**config.mk**
```make
export PLATFORM = sky130hd
export DESIGN_NAME = mul_sched
export DESIGN_NICKNAME = d
export VERILOG_FILES = /design/src/rtl/mul_sched.sv
export SDC_FILE = /design/constraint.sdc
export NUM_CORES = 1
export LEC_CHECK = 0
export CAP_MARGIN = 10
export CORE_UTILIZATION = 55
export CTS_CLUSTER_SIZE = 30
export DETAILED_ROUTE_END_ITERATION = 16
export HOLD_SLACK_MARGIN = 0.15
export PLACE_DENSITY = 0.81
export SETUP_SLACK_MARGIN = 0.2
export SLEW_MARGIN = 30
export SYNTH_ARGS = -nofsm -noshare
export SYNTH_HDL_FRONTEND = slang
export SYNTH_SLANG_ARGS = --single-unit
```
**constraint.sdc**
```tcl
create_clock -name clk -period 12.2 [get_ports clk]
set_input_delay 3.66 -clock clk [delete_from_list [all_inputs] [get_ports clk]]
set_output_delay 3.66 -clock clk [all_outputs]
set_load 0.02 [all_outputs]
```
**src/rtl/mul_sched.sv**
```systemverilog
// mul_sched: round-robin scheduler for two operand requesters feeding a bit-serial
// 24x24 shift-add multiplier, followed by a popcount of the low 32 product bits.
module mul_sched (
  input  logic        clk,
  input  logic        n_reset,
  input  logic        req0_valid,
  output logic        req0_ready,
  input  logic [23:0] req0_a,
  input  logic [23:0] req0_b,
  input  logic        req1_valid,
  output logic        req1_ready,
  input  logic [23:0] req1_a,
  input  logic [23:0] req1_b,
  output logic        rsp_valid,
  input  logic        rsp_ready,
  output logic        rsp_id,
  output logic [47:0] rsp_product,
  output logic [5:0]  rsp_ones,
  output logic        rsp_ovf,
  output logic        busy,
  output logic [15:0] op_count
);

  typedef enum logic [1:0] {
    S_IDLE  = 2'd0,
    S_MULT  = 2'd1,
    S_COUNT = 2'd2,
    S_RESP  = 2'd3
  } state_e;

  localparam logic [4:0] LAST_BIT = 5'd23;

  state_e      state_q, state_d;
  logic [23:0] a_q, a_d;
  logic [23:0] b_q, b_d;
  logic        id_q, id_d;
  logic [47:0] acc_q, acc_d;
  logic [4:0]  idx_q, idx_d;
  logic        prio_q, prio_d;
  logic [47:0] prod_q, prod_d;
  logic [5:0]  ones_q, ones_d;
  logic        ovf_q, ovf_d;
  logic        rid_q, rid_d;
  logic [15:0] op_count_q, op_count_d;

  logic grant;
  logic accept;

  function automatic logic [5:0] popcount32(input logic [31:0] v);
    logic [5:0] n;
    n = '0;
    for (int i = 0; i < 32; i++) begin
      n = n + 6'(v[i]);
    end
    return n;
  endfunction

  // Priority only matters on a tie; a lone valid requester always wins.
  assign grant  = (req0_valid && req1_valid) ? prio_q : req1_valid;
  // Readies are gated by reset so nothing is accepted while n_reset is low.
  assign accept = n_reset && (state_q == S_IDLE) && (req0_valid || req1_valid);

  // State register.
  always_ff @(posedge clk or negedge n_reset) begin
    if (!n_reset) begin
      state_q <= S_IDLE;
    end else begin
      // NOTE: sequential state always uses non-blocking assignment so every
      // register samples the pre-edge value of every other register.
      state_q <= state_d;
    end
  end

  // Next-state logic.
  always_comb begin
    // NOTE: a default for every combinational output up front means no path
    // leaves it unassigned, so no latch is inferred.
    state_d = state_q;
    unique case (state_q)
      S_IDLE:  if (accept) state_d = S_MULT;
      S_MULT:  if (idx_q == LAST_BIT) state_d = S_COUNT;
      S_COUNT: state_d = S_RESP;
      S_RESP:  if (rsp_ready) state_d = S_IDLE;
    endcase
  end

  // Output logic.
  always_comb begin
    req0_ready = 1'b0;
    req1_ready = 1'b0;
    rsp_valid  = 1'b0;
    busy       = 1'b1;
    unique case (state_q)
      S_IDLE: begin
        busy       = 1'b0;
        req0_ready = accept && req0_valid && !grant;
        req1_ready = accept && req1_valid && grant;
      end
      S_RESP:  rsp_valid = 1'b1;
      default: ;
    endcase
  end

  // Datapath next-state: operand capture, shift-add, popcount and counter.
  always_comb begin
    a_d        = a_q;
    b_d        = b_q;
    id_d       = id_q;
    acc_d      = acc_q;
    idx_d      = idx_q;
    prio_d     = prio_q;
    prod_d     = prod_q;
    ones_d     = ones_q;
    ovf_d      = ovf_q;
    rid_d      = rid_q;
    op_count_d = op_count_q;
    unique case (state_q)
      S_IDLE: begin
        if (accept) begin
          a_d    = grant ? req1_a : req0_a;
          b_d    = grant ? req1_b : req0_b;
          id_d   = grant;
          acc_d  = '0;
          idx_d  = '0;
          prio_d = ~grant;
        end
      end
      S_MULT: begin
        if (b_q[idx_q]) begin
          acc_d = acc_q + (48'(a_q) << idx_q);
        end
        idx_d = idx_q + 5'd1;
      end
      S_COUNT: begin
        prod_d = acc_q;
        ones_d = popcount32(acc_q[31:0]);
        ovf_d  = |acc_q[47:32];
        rid_d  = id_q;
      end
      S_RESP: begin
        if (rsp_ready) begin
          op_count_d = op_count_q + 16'd1;
        end
      end
    endcase
  end

  // Datapath registers; all are reset so a reset mid-operation leaves no trace.
  always_ff @(posedge clk or negedge n_reset) begin
    if (!n_reset) begin
      a_q        <= '0;
      b_q        <= '0;
      id_q       <= 1'b0;
      acc_q      <= '0;
      idx_q      <= '0;
      prio_q     <= 1'b0;
      prod_q     <= '0;
      ones_q     <= '0;
      ovf_q      <= 1'b0;
      rid_q      <= 1'b0;
      op_count_q <= '0;
    end else begin
      a_q        <= a_d;
      b_q        <= b_d;
      id_q       <= id_d;
      acc_q      <= acc_d;
      idx_q      <= idx_d;
      prio_q     <= prio_d;
      prod_q     <= prod_d;
      ones_q     <= ones_d;
      ovf_q      <= ovf_d;
      rid_q      <= rid_d;
      op_count_q <= op_count_d;
    end
  end

  assign rsp_id      = rid_q;
  assign rsp_product = prod_q;
  assign rsp_ones    = ones_q;
  assign rsp_ovf     = ovf_q;
  assign op_count    = op_count_q;

endmodule

```
Word level (Yosys, flattened, before mapping)
Index checks and enable logic that the tools add are counted.
{"block": "op_classes", "order_cmp": 1, "bitwise_logic": 1, "n_mux": 18, "shift": 1, "n_reduce_logical": 17, "add_sub_neg": 34, "eq_ne": 8}
{"cell": "6-bit by 1-bit adder with 6-bit output", "count": 26}
{"cell": "48-bit 2-to-1 mux", "count": 2}
{"cell": "48-bit case mux with 2 select lines", "count": 1}
{"cell": "48-bit adder", "count": 1}
{"cell": "24-bit 2-to-1 mux", "count": 2}
{"cell": "24-bit by 5-bit << shifter with 48-bit output", "count": 1}
{"cell": "16-bit by 1-bit adder with 16-bit output, second input constant", "count": 1}
{"cell": "16-bit OR reduction", "count": 1}
{"cell": "5-bit case mux with 2 select lines", "count": 1}
{"cell": "2-bit inequality test, second input constant", "count": 4}
{"cell": "2-bit case mux with 4 select lines", "count": 1}
{"cell": "1-bit logical AND", "count": 7}
{"cell": "5-bit by 1-bit adder with 6-bit output", "count": 1}
{"cell": "5-bit by 6-bit < comparator with 1-bit output, second input constant", "count": 1}
{"cell": "1-bit 2-to-1 mux", "count": 6}
{"cell": "2-bit 2-to-1 mux", "count": 3}
{"cell": "2-bit AND reduction", "count": 3}
{"cell": "3-bit AND reduction", "count": 2}
{"cell": "4-bit by 1-bit adder with 5-bit output", "count": 1}
{"cell": "5-bit by 1-bit adder with 5-bit output, second input constant", "count": 1}
{"cell": "1-bit binary-select mux with 5-bit select", "count": 1}
{"cell": "5-bit equality test, second input constant", "count": 1}
{"cell": "5-bit 2-to-1 mux", "count": 1}
{"cell": "3-bit by 1-bit adder with 4-bit output", "count": 1}
{"cell": "9 further kinds", "count": 10}
{"block": "totals", "word_cells": 92, "inputBits": 101, "out_inout_bits": 76, "reg_bits": 177}

Longest topological paths before layout
{"block": "depth", "ltp_word": 31, "depth_mapped": 23, "ltp_nobuf": 19}

Worst setup path before layout
OpenSTA, ideal clock, no wires.
{"block": "synth_path", "path_type": "input port to output port", "startpoint": "in req0_valid", "endpoint": "out req0_ready", "path_stages": 5, "required_time_ns": 8.540, "arrival_ns": 4.553, "path_buffers": 2, "setup_slack_ns": 3.987, "cell_sequence": "inv_1 o21ai_0 nor2b_1 clkbuf_1 buf_1"}
{"block": "synth_between", "elab_chain_len": 5, "elab_cells_between_ends": 8, "classes_between": "mux (2); reduce/logical (6)"}
{"element": "start, declared", "line_no": "6", "rtl": "input logic req0_valid,"}
{"element": "1-bit logical AND / 1-bit logical OR (equally long branches)", "line_no": "59, 61"}
{"element": "1-bit 2-to-1 mux / 1-bit logical AND (equally long branches)", "line_no": "59, 61"}
{"element": "1-bit logical NOT / 1-bit logical AND (equally long branches)", "line_no": "96", "rtl": "req0_ready = accept && req0_valid && !grant;"}
{"element": "1-bit logical AND *", "line_no": "96"}
{"element": "1-bit 2-to-1 mux *", "line_no": "93", "rtl": "unique case (state_q)"}
{"element": "end, declared", "line_no": "7", "rtl": "output logic req0_ready,"}
Mark *: on every way between the ends. The rest lies on a longest branch, timed or not.

Final worst setup path
{"block": "layout_path", "startpoint": "in req1_valid", "endpoint": "out req1_ready"}
{"block": "layout_between", "elab_chain_len": 5, "elab_cells_between_ends": 7, "classes_between": "mux (2); reduce/logical (5)"}
{"element": "start, declared", "line_no": "10", "rtl": "input logic req1_valid,"}
{"element": "1-bit logical OR", "line_no": "61", "rtl": "assign accept = n_reset && (state_q == S_IDLE) && (req0_valid || req1_valid);"}
{"element": "1-bit logical AND", "line_no": "61"}
{"element": "1-bit logical AND", "line_no": "97", "rtl": "req1_ready = accept && req1_valid && grant;"}
{"element": "1-bit logical AND *", "line_no": "97"}
{"element": "1-bit 2-to-1 mux *", "line_no": "93"}
{"element": "end, declared", "line_no": "11", "rtl": "output logic req1_ready,"}
Marked as above.

==> qor.csv <==
stage,metric,value,unit
yosys,synth_fp_nets,1457,
sta,setup_viol,0,
worst_hold_path,hp-class,flip-flop to flip-flop,
yosys,yosys_register_bits,177,
detailed_routing,drt_wl_total,32.1,mm
pwr,vdd.ir_drop.worst,0.194,mV
pwr,pwr-share-clk,12.7,%
floorplan,row_count,54,
yosys,synth_common_cells,"dfrtp_1 (177), nand2_1 (125), inv_1 (117)",
pwr,switchingPower,2.12,mW
global_route,met3_usage,4.34,%
detailed_routing,first_pass_iters,9,
cts,cts_tree,yes,
pwr,leakagePower,6.73,nW
global_route,antenna_found_initial,0,
worst_setup_path,critPathKind,input port to primary output,
yosys,synth_top_flop_cell,dfrtp_1,
cts,cts_sinks,177,
place,hpwl,24.4,mm
pwr,seq_power_share,23.3,%
pwr,intPower,2.25,mW
final_layout,num_antenna_cells,0,
cts,ctsHoldBuffers,0,
yosys,yosys.cell_count.top_type,dfrtp_1,
final_layout,drive_gt1_share,11.8,%
detailed_routing,drt_iter0_drc,1079,
detailed_routing,ant_nets,0,
cts,cts_buffer_depth,2,
floorplan,die_area,0.0228,mm²
floorplan,fp.dieW,151,µm
sta,min_period,9.34,ns
yosys,synth_top_area_cell,dfrtp_1,
cts,cts_buffers,17,
yosys,synth_area,0.0122,mm²
worst_hold_path,holdPathStages,1,
yosys,synth.area.top_cells,"dfrtp_1 (36%), mux2_2 (6.5%), ha_1 (6.2%), fa_1 (4.1%), a222oi_1 (3.9%)",
final_layout,num-fill-cells,1681,
worst_setup_path,start_kind,input port,
sta,maxSlewViolCount,0,
place,gp_congestion,0.926,
global_route,grt_max_degree,80,
cts,clkSlewWorstSetupHoldPaths,0.07,ns
final_layout,area_growth,20.2,%
yosys,yosysSeqAreaShare,36.3,%
flow_run,cap_violations,0,
worst_setup_path,slowest_delay,0.62,ns
sta,finalSetupTns,0,ns
global_route,grt_use_met2,47.1,%
yosys,synth_top_area_share,36.3,%
place,post-place-ws,2.87,ns
pwr,p_sw_share,48.5,%
detailed_routing,detail_route.wl_per_cell,18.9,µm
worst_setup_path,critPathMaxFanout,29,
floorplan,core,0.0218,mm²
yosys,netlist_instances,1271,
cts,cts_setup_buffers,0,
pwr,pwr-share-comb,64.1,%
cts,htreeDepth,4,
sta,worst_slew_pin_slew,0.811,ns
detailed_routing,via_per_inst,6.09,
detailed_routing,drc,0,
place,numPortBuffers,176,
worst_setup_path,crit_path_frequent_cell,clkdlybuf4s50_1,
sta,setup_slack,2.86,ns
worst_setup_path,critical_path.endpoint_type,primary output,
cts,cts-root-buf,clkbuf_16,
worst_setup_path,cp.arrival,5.68,ns
yosys,synth_edf_count,0,
run_status,status,"complete, no violations",
sta,finalCritPeriodShare,76.6,%
global_route,grt_use_met1,39.9,%
final_layout,nets,1586,
worst_setup_path,cpMaxStageDelayCell,clkdlybuf4s50_1,
sta,clock_skew,0.0107,ns
yosys,synth.distinct_cells,84,
sta,fmax,0.107,GHz
global_route,grt_pass1_vias,9742,
floorplan,initial_core_util,55.9,%
cts,ctsResizeCount,0,
detailed_routing,dr_total_vias,10300,
sta,relSlewSlack,46.0,%
global_route,grt_pass1_wl,51.0,mm
yosys,async_flop_share,100,%
yosys,syn_avg_cell_area,9.60,µm²
global_route,grt_most_used_layer,met2,
sta,rsz0062_at_grt,false,
floorplan,ios,177,
sta,finalHoldViolCount,0,
yosys,ys_warn_count,0,
global_route,gr-usage-all-layers,28.9,%
floorplan,die_h,151,µm
worst_setup_path,required,8.54,ns
worst_setup_path,reg2regPathDepth,16,
pwr,power.density,298,mW/mm²
worst_setup_path,cp_cell_sequence,"clkdlybuf4s50_1, o21ai_0, nor2_4, buf_16, clkdlybuf4s50_1",
global_route,grt_overflow_total,0,
cts,worstSkewPairLatency,0.45,ns
-- final cells by class --
class                   count  area [µm²]  area share (%)
clock inverters            15         174            1.19
well taps                 280         350            2.39
flip-flops and latches    177        4430            30.2
inverters                 119         447            3.05
multi-input cells         898        6970            47.5
repair buffers            187        1870            12.7
clock buffers              17         425            2.90
-- per-stage QoR --
stage / hold slack, ns / utilization [%] / area, µm² / total power, mW / cells
2_1_floorplan: 0.444 / - / 12200 / 3.06 / 1271
3_3_place_gp: 0.454 / 64.3 / 14000 / 3.72 / 1660
3_5_place_dp: 0.476 / 64.4 / 14100 / 3.80 / 1661
4_1_cts: 0.492 / 67.2 / 14700 / 4.37 / 1693
5_1_grt: 0.516 / 67.2 / 14700 / 4.72 / 1693
6_report: 0.490 / 67.2 / 14700 / 4.38 / 1693
-- worst max-delay path, delay by kind of cell --
| kind | cells | cell delay (ns) |
|---|---|---|
| buffers and inverters | 3 | 1.34 |
| AND/OR/NAND/NOR | 1 | 0.51 |
| AO/OA/AOI/OAI | 1 | 0.17 |
-- path summary, 6_finish.rpt --
path | slack, ns | start | end
worst max-delay path | 2.86 | req1_valid | req1_ready
worst max register to register | 7.21 | acc_q[1]$_DFFE_PN0P_ | rsp_ones[4]$_DFFE_PN0P_
worst min-delay path | 0.49 | id_q$_DFFE_PN0P_ | id_q$_DFFE_PN0P_
max in group asynchronous | 7.96 | n_reset | acc_q[13]$_DFFE_PN0P_
min in group asynchronous | 3.11 | n_reset | rsp_ones[3]$_DFFE_PN0P_
worst min register to register | 0.49 | id_q$_DFFE_PN0P_ | id_q$_DFFE_PN0P_
-- power by group through the flow --
| stage | clock [mW] | combinational [mW] | sequential [mW] |
|---|---|---|---|
| after floorplan | 0 | 2.06 | 1.00 |
| after global placement | 0 | 2.71 | 1.01 |
| after detailed placement | 0 | 2.78 | 1.03 |
| after CTS | 0.560 | 2.80 | 1.01 |
| after global routing | 0.582 | 3.09 | 1.05 |
| final | 0.554 | 2.80 | 1.02 |
-- cell families (layout without fill, tap and decap cells) --
kind of cell	Yosys count	count (layout)	share of synthesized area, %
buf+inv	196	338	6.84
xor+xnor	58	58	4.16
fa+ha+maj	85	85	10.3
simple gates	311	311	11.9
mux	117	117	11.6
flops	177	177	36.3
compound gates	327	327	18.9
-- routing by layer --
layer | vias up | routed length (µm) | share of wire (%)
met2 | 424 | 15300 | 48
met1 | 5016 | 14200 | 44
met5 | - | 0 | 0
li1 | 4828 | - | -
met3 | 49 | 1960 | 6.1
met4 | 0 | 633 | 2.0
-- cell usage in the layout (no fill, tap or decap), drive strengths merged, types with 3 or more instances in the layout --
master / synthesis / layout
dfrtp: 177 / 177
clkdlybuf4s50: 0 / 175
nand2: 126 / 126
inv: 119 / 125
o21ai: 84 / 84
a21oi: 78 / 78
nor2: 71 / 71
mux2: 70 / 70
ha: 60 / 60
a222oi: 48 / 48
mux2i: 34 / 34
xnor2: 31 / 31
xor2: 27 / 27
nand3: 26 / 26
fa: 25 / 25
a21o: 21 / 21
nand4: 19 / 19
o22ai: 17 / 17
clkbuf: 50 / 17
nor2b: 14 / 14
mux4: 13 / 13
o21bai: 13 / 13
buf: 26 / 12
and2: 11 / 11
and3: 11 / 11
o31ai: 10 / 10
a211oi: 10 / 10
nor3: 8 / 8
clkinv: 0 / 8
a31oi: 7 / 7
nand2b: 6 / 6
nor4: 6 / 6
o211ai: 5 / 5
o21a: 4 / 4
a22o: 4 / 4
nand3b: 4 / 4
a21boi: 4 / 4
and4: 3 / 3
a41oi: 3 / 3
-- flip-flops by register name, summed over array words and instances (netlist names) --
| name | flops |
|---|---|
| op_count | 16 |
| b_q | 24 |
| idx_q | 5 |
| a_q | 24 |
| rsp_ones | 6 |
| prio_q | 1 |
| rsp_product | 48 |
| id_q | 1 |
| acc_q | 48 |
| rsp_id | 1 |
| rsp_ovf | 1 |
| state_q | 2 |
Power figures use the tool's default switching activity.
